## src/rtl/digit_string_renderer.sv

```systemverilog
// Binary-to-BCD converter (iterative double-dabble) with double-buffered digits,
// plus font ROM addressing and registered pixel output for a row of 8x16 digit glyphs.
module digit_string_renderer #(
  parameter int unsigned NUM_DIGITS       = 5,
  parameter int unsigned VALUE_WIDTH      = 16,
  parameter bit          SUPPRESS_LEADING = 1'b1
) (
  input  logic                    Clk,
  input  logic                    Reset_n,
  input  logic [VALUE_WIDTH-1:0]  value_in,
  input  logic                    load,
  output logic                    busy,
  output logic                    ready,
  output logic [4*NUM_DIGITS-1:0] digits_out,
  input  logic [9:0]              origin_x,
  input  logic [9:0]              origin_y,
  input  logic [9:0]              DrawX,
  input  logic [9:0]              DrawY,
  output logic [7:0]              font_addr,
  input  logic [7:0]              font_data,
  output logic                    pixel_on
);

  localparam int unsigned BCD_W = 4 * NUM_DIGITS;
  localparam int unsigned CNT_W = $clog2(VALUE_WIDTH + 1);
  localparam int unsigned BOX_W = 8 * NUM_DIGITS;

  typedef enum logic {IDLE, CONVERT} state_e;

  state_e                 state_q, state_d;
  logic [VALUE_WIDTH-1:0] shift_q, shift_d;
  logic [BCD_W-1:0]       scratch_q, scratch_d, scratch_adj;
  logic [CNT_W-1:0]       cnt_q, cnt_d;
  logic [BCD_W-1:0]       digits_q, digits_d;
  logic                   ready_q, ready_d;
  logic                   busy_q, busy_d;
  logic                   pixel_q, pixel_d;

  logic [9:0] relx, rely;
  logic [6:0] dig_idx;
  logic       in_box;
  logic [3:0] nib, sel_digit, code;
  logic       lead_zero, sel_blank;

  // Per-nibble add-3 correction; no carry between nibbles.
  always_comb begin
    scratch_adj = scratch_q;
    for (int i = 0; i < int'(NUM_DIGITS); i++) begin
      if (scratch_q[4*i +: 4] >= 4'd5) begin
        scratch_adj[4*i +: 4] = scratch_q[4*i +: 4] + 4'd3;
      end
    end
  end

  always_comb begin
    state_d   = state_q;
    shift_d   = shift_q;
    scratch_d = scratch_q;
    cnt_d     = cnt_q;
    digits_d  = digits_q;
    ready_d   = 1'b0;
    case (state_q)
      IDLE: begin
        if (load) begin
          shift_d   = value_in;
          scratch_d = '0;
          cnt_d     = '0;
          state_d   = CONVERT;
        end
      end
      CONVERT: begin
        scratch_d = {scratch_adj[BCD_W-2:0], shift_q[VALUE_WIDTH-1]};
        shift_d   = shift_q << 1;
        cnt_d     = cnt_q + CNT_W'(1);
        // Last iteration commits the fully shifted result in the same edge.
        if (cnt_q == CNT_W'(VALUE_WIDTH - 1)) begin
          digits_d = scratch_d;
          ready_d  = 1'b1;
          state_d  = IDLE;
        end
      end
      default: state_d = IDLE;
    endcase
    busy_d = (state_d == CONVERT);
  end

  always_ff @(posedge Clk or negedge Reset_n) begin
    if (!Reset_n) begin
      state_q   <= IDLE;
      shift_q   <= '0;
      scratch_q <= '0;
      cnt_q     <= '0;
      digits_q  <= '0;
      ready_q   <= 1'b0;
      busy_q    <= 1'b0;
      pixel_q   <= 1'b0;
    end else begin
      state_q   <= state_d;
      shift_q   <= shift_d;
      scratch_q <= scratch_d;
      cnt_q     <= cnt_d;
      digits_q  <= digits_d;
      ready_q   <= ready_d;
      busy_q    <= busy_d;
      pixel_q   <= pixel_d;
    end
  end

  // Render addressing: negative offsets wrap large and land outside the box.
  always_comb begin
    relx      = DrawX - origin_x;
    rely      = DrawY - origin_y;
    in_box    = (relx < 10'(BOX_W)) && (rely < 10'd16);
    dig_idx   = relx[9:3];
    lead_zero = 1'b1;
    nib       = '0;
    sel_digit = '0;
    sel_blank = 1'b0;
    for (int i = 0; i < int'(NUM_DIGITS); i++) begin
      nib       = digits_q[4*(int'(NUM_DIGITS)-1-i) +: 4];
      lead_zero = lead_zero && (nib == 4'd0);
      if (dig_idx == 7'(i)) begin
        sel_digit = nib;
        sel_blank = SUPPRESS_LEADING && lead_zero && (i != int'(NUM_DIGITS) - 1);
      end
    end
    code      = sel_blank ? 4'd0 : sel_digit + 4'd1;
    font_addr = in_box ? {code, rely[3:0]} : 8'h00;
    pixel_d   = in_box && font_data[3'd7 - relx[2:0]];
  end

  assign busy       = busy_q;
  assign ready      = ready_q;
  assign digits_out = digits_q;
  assign pixel_on   = pixel_q;

endmodule

```

## config.mk

```make
export PLATFORM = sky130hd
export DESIGN_NAME = digit_string_renderer
export DESIGN_NICKNAME = d
export VERILOG_FILES = /design/src/rtl/digit_string_renderer.sv
export SDC_FILE = /design/constraint.sdc
export NUM_CORES = 1
export LEC_CHECK = 0
export BUFFER_PORTS_ARGS = -buffer_cell sky130_fd_sc_hd__buf_2
export CAP_MARGIN = 20
export CORE_AREA = 2 2 84 102
export DETAILED_ROUTE_END_ITERATION = 7
export DIE_AREA = 0 0 86 104
export PLACE_DENSITY = 0.88
export SLEW_MARGIN = 20
export SYNTH_ARGS = -nofsm -noshare
export SYNTH_HDL_FRONTEND = slang
export SYNTH_SLANG_ARGS = --single-unit
```

## constraint.sdc

```tcl
create_clock -name Clk -period 3.7 [get_ports Clk]
set_input_delay 0 -clock Clk [delete_from_list [all_inputs] [get_ports Clk]]
set_output_delay 0 -clock Clk [all_outputs]
set_load 0.01 [all_outputs]
```

Yosys cells after proc, flatten, opt, wreduce, memory -nomap -nowiden
Cells that the tools add are included.

operators by class
  add/sub/neg operators = 10
  multipliers = 0
  divide/modulo/power cells = 0
  order comparisons = 8
  equal/unequal tests = 6
  shift operators = 0
  mux-type cells = 30
  bitwise operators = 1
  reductions and logical operators = 11

operator list
  kind                                                                                 count
  4-bit 2-to-1 mux                                                                     10
  20-bit one-hot mux with 2 select lines                                               1
  16-bit one-hot mux with 2 select lines                                               1
  4-bit by 3-bit greater-or-equal comparator with 1-bit output, second input constant  5
  20-bit 2-to-1 mux                                                                    1
  10-bit subtractor                                                                    2
  4-bit by 2-bit adder with 4-bit output, second input constant                        4
  4-bit logical NOT                                                                    4
  16-bit 2-to-1 mux                                                                    1
  7-bit by 2-bit == test with 1-bit output, second input constant                      2
  10-bit by 5-bit < comparator with 1-bit output, second input constant                1
  10-bit by 6-bit < comparator with 1-bit output, second input constant                1
  1-bit 2-to-1 mux                                                                     10
  5-bit one-hot mux with 2 select lines                                                1
  8-bit 2-to-1 mux                                                                     1
  7-bit by 1-bit == test with 1-bit output, second input constant                      1
  7-bit by 3-bit == test with 1-bit output, second input constant                      1
  7-bit logical NOT                                                                    1
  5-bit by 1-bit adder with 5-bit output, second input constant                        1
  5-bit by 4-bit == test with 1-bit output, second input constant                      1
  1-bit logical AND                                                                    5
  5-bit 2-to-1 mux                                                                     1
  4-bit by 1-bit adder with 4-bit output, second input constant                        1
  3-bit by 4-bit < comparator with 1-bit output, second input constant                 1
  other kinds (8)                                                                      8

storage, ports and cells
  flip-flop bits (word level) = 64
  latch bits = 0
  memory bits (writable) = 0
  memory bits (read-only) = 0
  bits of input ports = 67
  output and inout bits = 31
  word-level logic and storage cells = 73
  memories kept = 0

Logic depth before layout (Yosys ltp)
Gate-level depths: netlist (run 1).

  depth in word-level cells = 10
  depth in mapped cells = 15
  mapped depth without buffers = 14

Worst setup path after synthesis (run 1)
Ideal clock, no wire load.

  path type = input to output
  start = input DrawX[0]
  end = output font_addr[6]
  arrival time = 2.707 ns
  required time = 3.700 ns
  setup slack = 0.993 ns
  cell stages on the path = 15
  path buffers = 1
  cells stage by stage = inv_1 ha_1 fa_1 nand2b_1 a21oi_2 xor2_1 buf_2 mux2i_1 mux2i_1 and2_1 a31oi_1 nor4_1 ha_1 xor2_1 nor3_1

between the ends
  cells in the longest elaborated chain, start to end = 10
  elaborated cells on any way between the ends = 21
  those cells by class = add/sub: 2; order compare: 1; eq/ne: 4; mux: 12; reduce/logical: 2

RTL lines
  item                                    line  RTL
  from (decl)                             17    input logic [9:0] DrawX,
  10-bit subtractor (*)                   111   relx = DrawX - origin_x;
  7-bit logical NOT                       122   if (dig_idx == 7'(i)) begin
  4-bit 2-to-1 mux (5 in series)          122
  4-bit by 1-bit adder with 4-bit output  127   code = sel_blank ? 4'd0 : sel_digit + 4'd1;
  4-bit 2-to-1 mux                        127
  8-bit 2-to-1 mux (*)                    128   font_addr = in_box ? {code, rely[3:0]} : 8'h00;
  to (decl)                               19    output logic [7:0] font_addr,

Mark *: on every way between the ends. The rest lies on a longest branch, timed or not.

Worst setup path after layout (run 1)
  start = input origin_x[0]
  end = output font_addr[5]

between the ends
  cells in the longest elaborated chain, start to end = 10
  elaborated cells on any way between the ends = 21
  those cells by class = add/sub: 2; order compare: 1; eq/ne: 4; mux: 12; reduce/logical: 2

RTL lines
  item                                    line  RTL
  from (decl)                             15    input logic [9:0] origin_x,
  10-bit subtractor (*)                   111
  7-bit logical NOT                       122
  4-bit 2-to-1 mux (5 in series)          122
  4-bit by 1-bit adder with 4-bit output  127
  4-bit 2-to-1 mux                        127
  8-bit 2-to-1 mux (*)                    128

Marked as above.

==> flow_summary.toml, run 1 <==
[cts]
cts.sinks = 64
clkTransAtPathRegs_ns = 0.06
cts_buffer_depth = 2
cts_buffers = 9
cts-htree-levels = 3
root_buffer = "clkbuf_8"
ctsResizeCount = 0
insertion_delay_ns = 0.35
post_cts_buffers = 0
cts_tree = "built"

[critical_path]
rr_endpoint = "digits_out[10]$_DFFE_PN0P_"
reg2reg_depth = 6
slowest_delay_ns = 0.41
crit_fanout = 11
start_kind = "input port"
arrival_ns = 3.00
ff2ff_setup_slack_ns = 1.47
crit_path_end_kind = "output port"
path_buf_inv = 3
worstPathCellList = "buf_2, ha_1, fa_1, nand2b_1, a21oi_2, xor2_1, buf_4, mux2i_1, mux2i_1, and2_1, a31oi_1, nor4_1, ha_1, nor3b_1, buf_2"
crit_type = "in -> out"
critical_path_required_ns = 3.70
cp-startpoint = "origin_x[0]"
r2r_start = "cnt_q[0]$_DFFE_PN0P_"
critical-path-top-delay-family = "adder cells"
critPathSlowestCell = "fa_1"

[timing]
finClkSkew_ns = 0.00659
tightestPinTransition_ns = 0.830
relSlewSlack = 0.447
period_share = 0.810
rsz0062_at_grt = "no"
fin_setup_tns_ns = 0
setup_ws_ns = 0.703
finalMaxSlewViolations = 0
setup-violations-final = 0
fin_crit_ns = 3.00
timing.hold.ws_ns = 0.201
final-hold-violation-count = 0
max_freq_ghz = 0.334

[finish]
area_growth_syn_to_layout_pct = 20.9
fin_util = 0.651
nets = 680
fill_cells = 661
n_antenna_cell = 0
drive_above_1_share = 0.245

[yosys]
ys_seq_area_frac = 0.373
synth_enable_flop_cells = 0
synth_area_leaders = "dfrtp_1 (37%), ha_1 (9.0%), mux2i_1 (7.7%)"
netlist_instances = 469
synth_seq_cells = 64
avgSynthCellArea_sq_um = 9.16
synth_area_sq_um = 4290
synth_cell_types = 54
synth_top_area_share = 0.373
syn_nets = 569
synth_warnings = 0
yosys.area.top_type = "dfrtp_1"
synth_ff_type = "dfrtp_1"
async_flop_share = 1.00

[grt]
grt_use_met3 = 0.0397
grt_max_degree = 48
grt_use_met2 = 0.424
gr-total-overflow = 0
grt_pass1_wl_mm = 16.8
grt_pass1_vias = 3795
gr-usage-all-layers = 0.234
grt_antenna_before_repair = 0
grt-busiest-layer = "met2"
grt.met1_usage = 0.258

[die]
die_x_microns = 86
dieArea_sq_um = 8940
fp.dieH_microns = 104
io_pins = 98
fp-row-count = 36
core_area_sq_um = 7970
initial_core_util = 0.539

[detailed_routing]
drc = 0
vias_per_cell = 5.57
wl_per_cell_microns = 15.0
vias = 3784
dr.first_iter.drc_count = 194
drtAntennaViolNets = 0
routed_wl_mm = 10.2
firstDrtPassIters = 4

[pwr]
p_leak_nw = 2.61
power_density_nw_per_um2 = 670
peakVddDrop_v = 0.000393

[run]
cap_violations = 0

[min_path]
min-delay-start = "font_data[4]"
hp-class = "in -> reg"
worstHoldPathCells = 4
holdPathEnd = "pixel_on$_DFF_PN0_"

[placed_design]
place_congestion = 0.951
port_buffers = 97
dp_hpwl_mm = 7.58
preCtsSetupSlack_ns = 0.718

[run_status]
status = "finished clean"
-- cells in the final DEF, fill, tap and decap left out, types with 5 or more instances in the layout --
cell,netlist,routed
buf_2,1,97
inv_1,39,39
xnor2_1,12,12
o31ai_1,5,5
nand2b_1,9,9
clkbuf_8,0,11
nand2_1,68,68
xor2_1,6,6
mux2_2,7,7
nor4_1,6,6
ha_1,31,31
nor2_1,19,19
mux2i_1,33,33
nor3b_1,12,12
a21o_1,8,8
o21ai_0,40,40
dfrtp_1,64,64
a21oi_1,23,23
o22ai_1,11,11
dlygate4sd3_1,0,17
nor3_1,6,6
-- layer usage --
layer	vias to the layer above	wire, microns	part of all wire
met4	0	372	0.037
met3	30	522	0.051
met5	-	0	0
met2	121	5260	0.52
li1	1871	-	-
met1	1762	4030	0.40
-- final cells by class --
| type | count | area (sq um) | share of cell area |
|---|---|---|---|
| clock inverter | 3 | 17.5 | 0.00337 |
| sequential | 64 | 1600 | 0.309 |
| inverter | 41 | 154 | 0.0296 |
| clock buffer | 12 | 155 | 0.0299 |
| timing repair buffer | 117 | 678 | 0.131 |
| multi-input combinational | 347 | 2470 | 0.475 |
| tap | 95 | 119 | 0.0229 |
-- power breakdown --
part	switching, mW	internal [mW]
logic	0.903	0.738
registers	0.295	1.01
clock network	0.258	0.274
total	1.46	2.02
-- state kept, by name, indices dropped and copies added, names as in the netlist --
signal	flops
digits_out	20
pixel_on	1
busy	1
ready	1
cnt_q	5
scratch_q	20
shift_q	16
-- how the worst max path moves through the flow --
| stage | endpoint | slack (ns) | depth (start not counted) |
|---|---|---|---|
| after global routing | font_addr[5] | 0.44 | 15 |
| after detailed placement | font_addr[6] | 0.72 | 16 |
| after CTS | font_addr[6] | 0.70 | 16 |
| after global placement | font_addr[6] | 0.83 | 16 |
| final | font_addr[5] | 0.70 | 15 |
| after floorplan | font_addr[6] | 0.99 | 15 |
-- per-stage QoR --
step | instance area (sq um) | power [mW] | std cells
after detailed placement | 4850 | 2.93 | 647
after floorplan | 4290 | 2.42 | 469
after global routing | 5190 | 3.77 | 679
after global placement | 4850 | 2.80 | 647
after CTS | 5190 | 3.49 | 679
final | 5190 | 3.48 | 679
-- logic make-up after synthesis --
logic type      Yosys count  share of synthesized area
simple gates            139                      0.158
flops                    64                      0.373
buf+inv                  58                     0.0527
xor+xnor                 18                     0.0367
mux                      43                      0.111
fa+ha+maj                33                     0.0997
compound gates          114                      0.169
-- worst register-to-register path: stages (launching register included) --
cell and delay [ns]:
dfrtp_1 0.41, ha_1 0.23, and3_1 0.19, ha_1 0.19, nand2_1 0.52, inv_2 0.25, mux2_2 0.33
-- synth_stat cells, drive strengths merged (7+ instances only) --
cell type and instances:
o21ai 40, mux2 7, inv 41, nor2 20, a21o 8, o22ai 11, nand2b 9, mux2i 33
ha 31, clkbuf 11, a21oi 25, dfrtp 64, xnor2 12, nor3b 12, nand2 68
-- repair_timing --
item | in CTS | in global routing
endpoints found under the hold margin | 44 | 0
hold buffers | 17 | 0
endpoints found under the setup margin | 0 | 0
No activity file was read; power rests on OpenSTA's default activity.
==> run 2: changes to the inputs <==
Clock period 3.7 ns to 2.8 ns, I/O delays scaled along.
==> flow_summary.toml, run 2 (synthesis results as in run 1) <==
[run_status]
status = "finished clean"

[critical_path]
cp_common_cell = "mux2i_1"
crit_path_end_kind = "output port"
cp-startpoint = "DrawX[0]"
crit_type = "in -> out"
start_kind = "input port"
crit_fanout = 3
reg2reg_depth = 7
slowest_delay_ns = 0.39
worstSetupEndpoint = "font_addr[6]"
arrival_ns = 2.70
critical-path-top-delay-family = "adder cells"
cp.depth = 16
worstPathCellList = "buf_6, inv_4, ha_4, fa_2, nand2b_4, a21oi_4, xor2_4, mux2i_1, mux2i_1, and2_1, a31oi_2, nor4_2, ha_2, xor2_1, nor3_1, buf_2"
critical_path_required_ns = 2.80
ff2ff_setup_slack_ns = 0.89
r2r_start = "cnt_q[0]$_DFFE_PN0P_"
critPathSlowestCell = "fa_2"
path_buf_inv = 3
rr_endpoint = "digits_out[17]$_DFFE_PN0P_"

[grt]
grt_antenna_before_repair = 0
grt-busiest-layer = "met2"
grt_pass1_wl_mm = 17.4
grt_use_met3 = 0.0325
grt_use_met2 = 0.438
gr-usage-all-layers = 0.240
grt.met1_usage = 0.270
grt_max_degree = 44
grt_pass1_vias = 3906
gr-total-overflow = 0

[placed_design]
dp_hpwl_mm = 7.84
preCtsSetupSlack_ns = -0.0644
dpl.cell_count = 653
port_buffers = 97
place_congestion = 0.936

[timing]
fin_setup_tns_ns = 0
max_freq_ghz = 0.371
relSlewSlack = 0.387
final-hold-violation-count = 0
fin_crit_ns = 2.70
setup-violations-final = 0
finClkSkew_ns = 0.00850
setup_ws_ns = 0.103
tightestPinTransition_ns = 0.919
rsz0062_at_grt = "yes"
finalMaxSlewViolations = 0
period_share = 0.963

[die]
initial_core_util = 0.539
die_x_microns = 86
io_pins = 98
fp.dieH_microns = 104
core_area_sq_um = 7970
dieArea_sq_um = 8940
fp-row-count = 36

[pwr]
peakVddDrop_v = 0.000700
p_leak_nw = 2.67
p_total_mw = 4.66
power_density_nw_per_um2 = 867

[cts]
cts-htree-levels = 3
cts_buffer_depth = 2
clkTransAtPathRegs_ns = 0.07
root_buffer = "clkbuf_8"
cts_tree = "built"
cts.sinks = 64
insertion_delay_ns = 0.34
cts_buffers = 9

[finish]
mostFrequentLayoutCell = "buf_2"
final-instance-count-excl-fill = 688
multi_input_area_sq_um = 2560
fill_cells = 642
area_growth_syn_to_layout_pct = 25.1
regArea_sq_um = 1600
final_cell_mix = "buf_2 (95), nand2_1 (68), dfrtp_1 (64)"
drive_above_1_share = 0.280
fin_util = 0.674
nets = 689
n_antenna_cell = 0

[min_path]
hp-class = "in -> reg"

[run]
cap_violations = 0

[detailed_routing]
wl_per_cell_microns = 15.4
vias_per_cell = 5.67
vias = 3900
drc = 0
firstDrtPassIters = 4
routed_wl_mm = 10.6
dr.first_iter.drc_count = 189
drtAntennaViolNets = 0
run 2: cell types whose count changed in the layout (fill, tap and decap cells not counted), sizes merged:
cell and change:
buf +9
run 2: cell type report:
class                      instances  share of cell area
clock buffer                      12              0.0289
clock inverter                     3             0.00326
inverter                          41              0.0291
multi-input combinational        347               0.477
sequential                        64               0.298
tap                               95              0.0221
timing repair buffer             126               0.141
run 2: repair_timing:
| item | in CTS | in global routing |
|---|---|---|
| resized for setup | 4 | 18 |
| pin swaps | 2 | 8 |
| endpoints found under the setup margin | 2 | 6 |
| hold buffers | 17 | 0 |
| hold endpoints to repair | 58 | 0 |
| setup buffers | 1 | 2 |
run 2: per-layer routing:
metal | share of wire | up-vias
li1 | - | 1886
met1 | 0.39 | 1865
met2 | 0.54 | 128
met3 | 0.042 | 21
met4 | 0.029 | 0
met5 | 0 | -
run 2: worst min path at each step:
stage | start | to | slack, ns | cells past startpoint
6_report | load | scratch_q[3]$_DFFE_PN0P_ | 0.12 | 2
5_1_grt | load | scratch_q[3]$_DFFE_PN0P_ | 0.12 | 2
4_1_cts | load | scratch_q[3]$_DFFE_PN0P_ | 0.11 | 2
3_5_place_dp | Reset_n | shift_q[8]$_DFFE_PN0P_ | 0.19 | 1
3_3_place_gp | Reset_n | shift_q[9]$_DFFE_PN0P_ | 0.18 | 1
2_1_floorplan | Reset_n | busy$_DFF_PN0_ | -0.30 | 0
run 2: through the flow:
stage          hold WS (ns)  cell area, sq um
6_report              0.124              5370
5_1_grt               0.118              5370
4_1_cts               0.105              5260
3_5_place_dp          0.192              4890
3_3_place_gp          0.177              4890
2_1_floorplan        -0.296              4290
run 2: report_power, final:
part	switching, mW	total, mW	internal [mW]
sequential	0.420	1.75	1.33
combinational	1.20	2.20	1.01
clock	0.341	0.703	0.362
total	1.96	4.66	2.70
==> run 3: changes to the inputs <==
==> constraint.sdc (replaced) <==
create_clock -name Clk -period 2.8 [get_ports Clk]
set_input_delay 0 -clock Clk [delete_from_list [all_inputs] [get_ports Clk]]
set_output_delay 0 -clock Clk [all_outputs]
set_load 0.005 [all_outputs]
==> flow_summary.toml, run 3 (synthesis results as in run 1) <==
[critical_path]
reg2reg_depth = 7
rr_endpoint = "digits_out[18]$_DFFE_PN0P_"
ff2ff_setup_slack_ns = 0.90
crit_fanout = 4
critPathSlowestCell = "fa_2"
cp-startpoint = "origin_x[0]"
crit_path_end_kind = "output port"
worstPathCellList = "buf_6, ha_4, fa_2, nand2b_4, a21oi_4, xor2_4, mux2i_1, mux2i_1, and2_1, a31oi_2, nor4_2, ha_2, xor2_1, nor3_1, buf_2"
start_kind = "input port"
slowest_delay_ns = 0.41
cp_common_cell = "mux2i_1"
critical_path_required_ns = 2.80
r2r_start = "cnt_q[0]$_DFFE_PN0P_"
worstSetupEndpoint = "font_addr[6]"
crit_type = "in -> out"
arrival_ns = 2.69

[pwr]
power_switching_mw = 1.90
p_int_mw = 2.86
peakVddDrop_v = 0.000577
p_clk_frac = 0.179
pwr-share-seq = 0.366
p_leak_nw = 2.69
power_density_nw_per_um2 = 883
pwr-share-comb = 0.455
p_sw_frac = 0.399

[finish]
regArea_sq_um = 1600
fill_cells = 595
area_growth_syn_to_layout_pct = 25.6
drive_above_1_share = 0.277
nets = 688
mostFrequentLayoutCell = "buf_2"
final_cell_mix = "buf_2 (94), nand2_1 (68), dfrtp_1 (64)"
multi_input_area_sq_um = 2560
n_antenna_cell = 0

[cts]
insertion_delay_ns = 0.34
root_buffer = "clkbuf_8"
cts_tree = "built"
cts_buffers = 9
cts-htree-levels = 3
clkTransAtPathRegs_ns = 0.06
cts.sinks = 64
cts_buffer_depth = 2

[die]
dieArea_sq_um = 8940
io_pins = 98
initial_core_util = 0.539
core_area_sq_um = 7970
fp.dieH_microns = 104
die_x_microns = 86
fp-row-count = 36

[grt]
grt_pass1_wl_mm = 16.8
grt_max_degree = 51
grt_pass1_vias = 3824
gr-usage-all-layers = 0.232
gr-total-overflow = 0
grt_antenna_before_repair = 0

[timing]
period_share = 0.960
finalMaxSlewViolations = 0
finClkSkew_ns = 0.00655
relSlewSlack = 0.580
fin_crit_ns = 2.69
rsz0062_at_grt = "yes"
timing.hold.ws_ns = 0.0401
setup-violations-final = 0
tightestPinTransition_ns = 0.630
max_freq_ghz = 0.372
setup_ws_ns = 0.111
final-hold-violation-count = 0
fin_setup_tns_ns = 0

[detailed_routing]
wl_per_cell_microns = 15.2
vias_per_cell = 5.63
dr.first_iter.drc_count = 190
drc = 0
drtAntennaViolNets = 0
routed_wl_mm = 10.4
firstDrtPassIters = 4
vias = 3864

[placed_design]
preCtsSetupSlack_ns = -0.0612
port_buffers = 97
place_congestion = 0.917
dp_hpwl_mm = 7.77

[min_path]
hp-class = "in -> reg"

[run_status]
status = "finished clean"

[run]
cap_violations = 0
-- run 3: cell types whose count changed in the layout (fill, tap and decap cells not counted), sizes merged --
cell	delta
clkinvlp	-1
clkbuf	-2
dlygate4sd3	-1
bufinv	+2
-- run 3: worst min-delay path by stage --
stage / start / end / slack, ns / depth (start not counted)
floorplan: Reset_n / busy$_DFF_PN0_ / -0.30 / 0
global placement: Reset_n / shift_q[9]$_DFFE_PN0P_ / 0.25 / 1
detailed placement: Reset_n / shift_q[0]$_DFFE_PN0P_ / 0.26 / 1
CTS: value_in[7] / shift_q[7]$_DFFE_PN0P_ / 0.04 / 3
global route: value_in[7] / shift_q[7]$_DFFE_PN0P_ / 0.03 / 3
finish: value_in[7] / shift_q[7]$_DFFE_PN0P_ / 0.04 / 3
-- run 3: layout make-up --
| cell class | instances | share of cell area |
|---|---|---|
| inverter | 41 | 0.0290 |
| tap | 95 | 0.0220 |
| clock buffer | 10 | 0.0255 |
| clock inverter | 4 | 0.0130 |
| multi-input combinational | 347 | 0.474 |
| sequential | 64 | 0.297 |
| timing repair buffer | 125 | 0.139 |
-- run 3: worst max-delay path: cells and delay by family --
family | cells | cell delay [ns]
xor+xnor | 2 | 0.38
mux | 2 | 0.35
buf+inv | 2 | 0.24
simple gates | 4 | 0.58
compound gates | 2 | 0.39
fa+ha+maj | 3 | 0.77
-- run 3: timing repair --
item / 4_1_cts / 5_1_grt
buffers inserted: 1 / 2
endpoints found under the setup margin: 2 / 6
hold endpoints to repair: 64 / 0
hold buffers: 16 / 0
resized for setup: 2 / 18
cloned: 0 / 0
pin swaps: 1 / 8
-- run 3: stage by stage --
step / utilization / cells / total power, mW / instance area [sq um]
3_3_place_gp: 0.614 / 653 / 3.67 / 4890
6_report: 0.677 / 686 / 4.76 / 5390
4_1_cts: 0.662 / 684 / 4.71 / 5280
2_1_floorplan: - / 469 / 3.15 / 4290
3_5_place_dp: 0.614 / 653 / 3.82 / 4890
5_1_grt: 0.677 / 686 / 5.15 / 5390
-- run 3: power by group through the flow --
stage	combinational (mW)	sequential (mW)	clock, mW
after floorplan	1.52	1.63	0
after global placement	1.94	1.72	0
after detailed placement	2.08	1.74	0
after CTS	2.12	1.73	0.859
after global routing	2.45	1.80	0.903
final	2.17	1.74	0.853
-- run 3: layer usage --
metal  vias to the layer above  global-route usage  share of wire
met3                        27              0.0444          0.048
li1                       1887                   -              -
met1                      1827               0.265           0.41
met2                       123               0.415           0.52
met5                         -                   0              0
met4                         0              0.0986          0.030
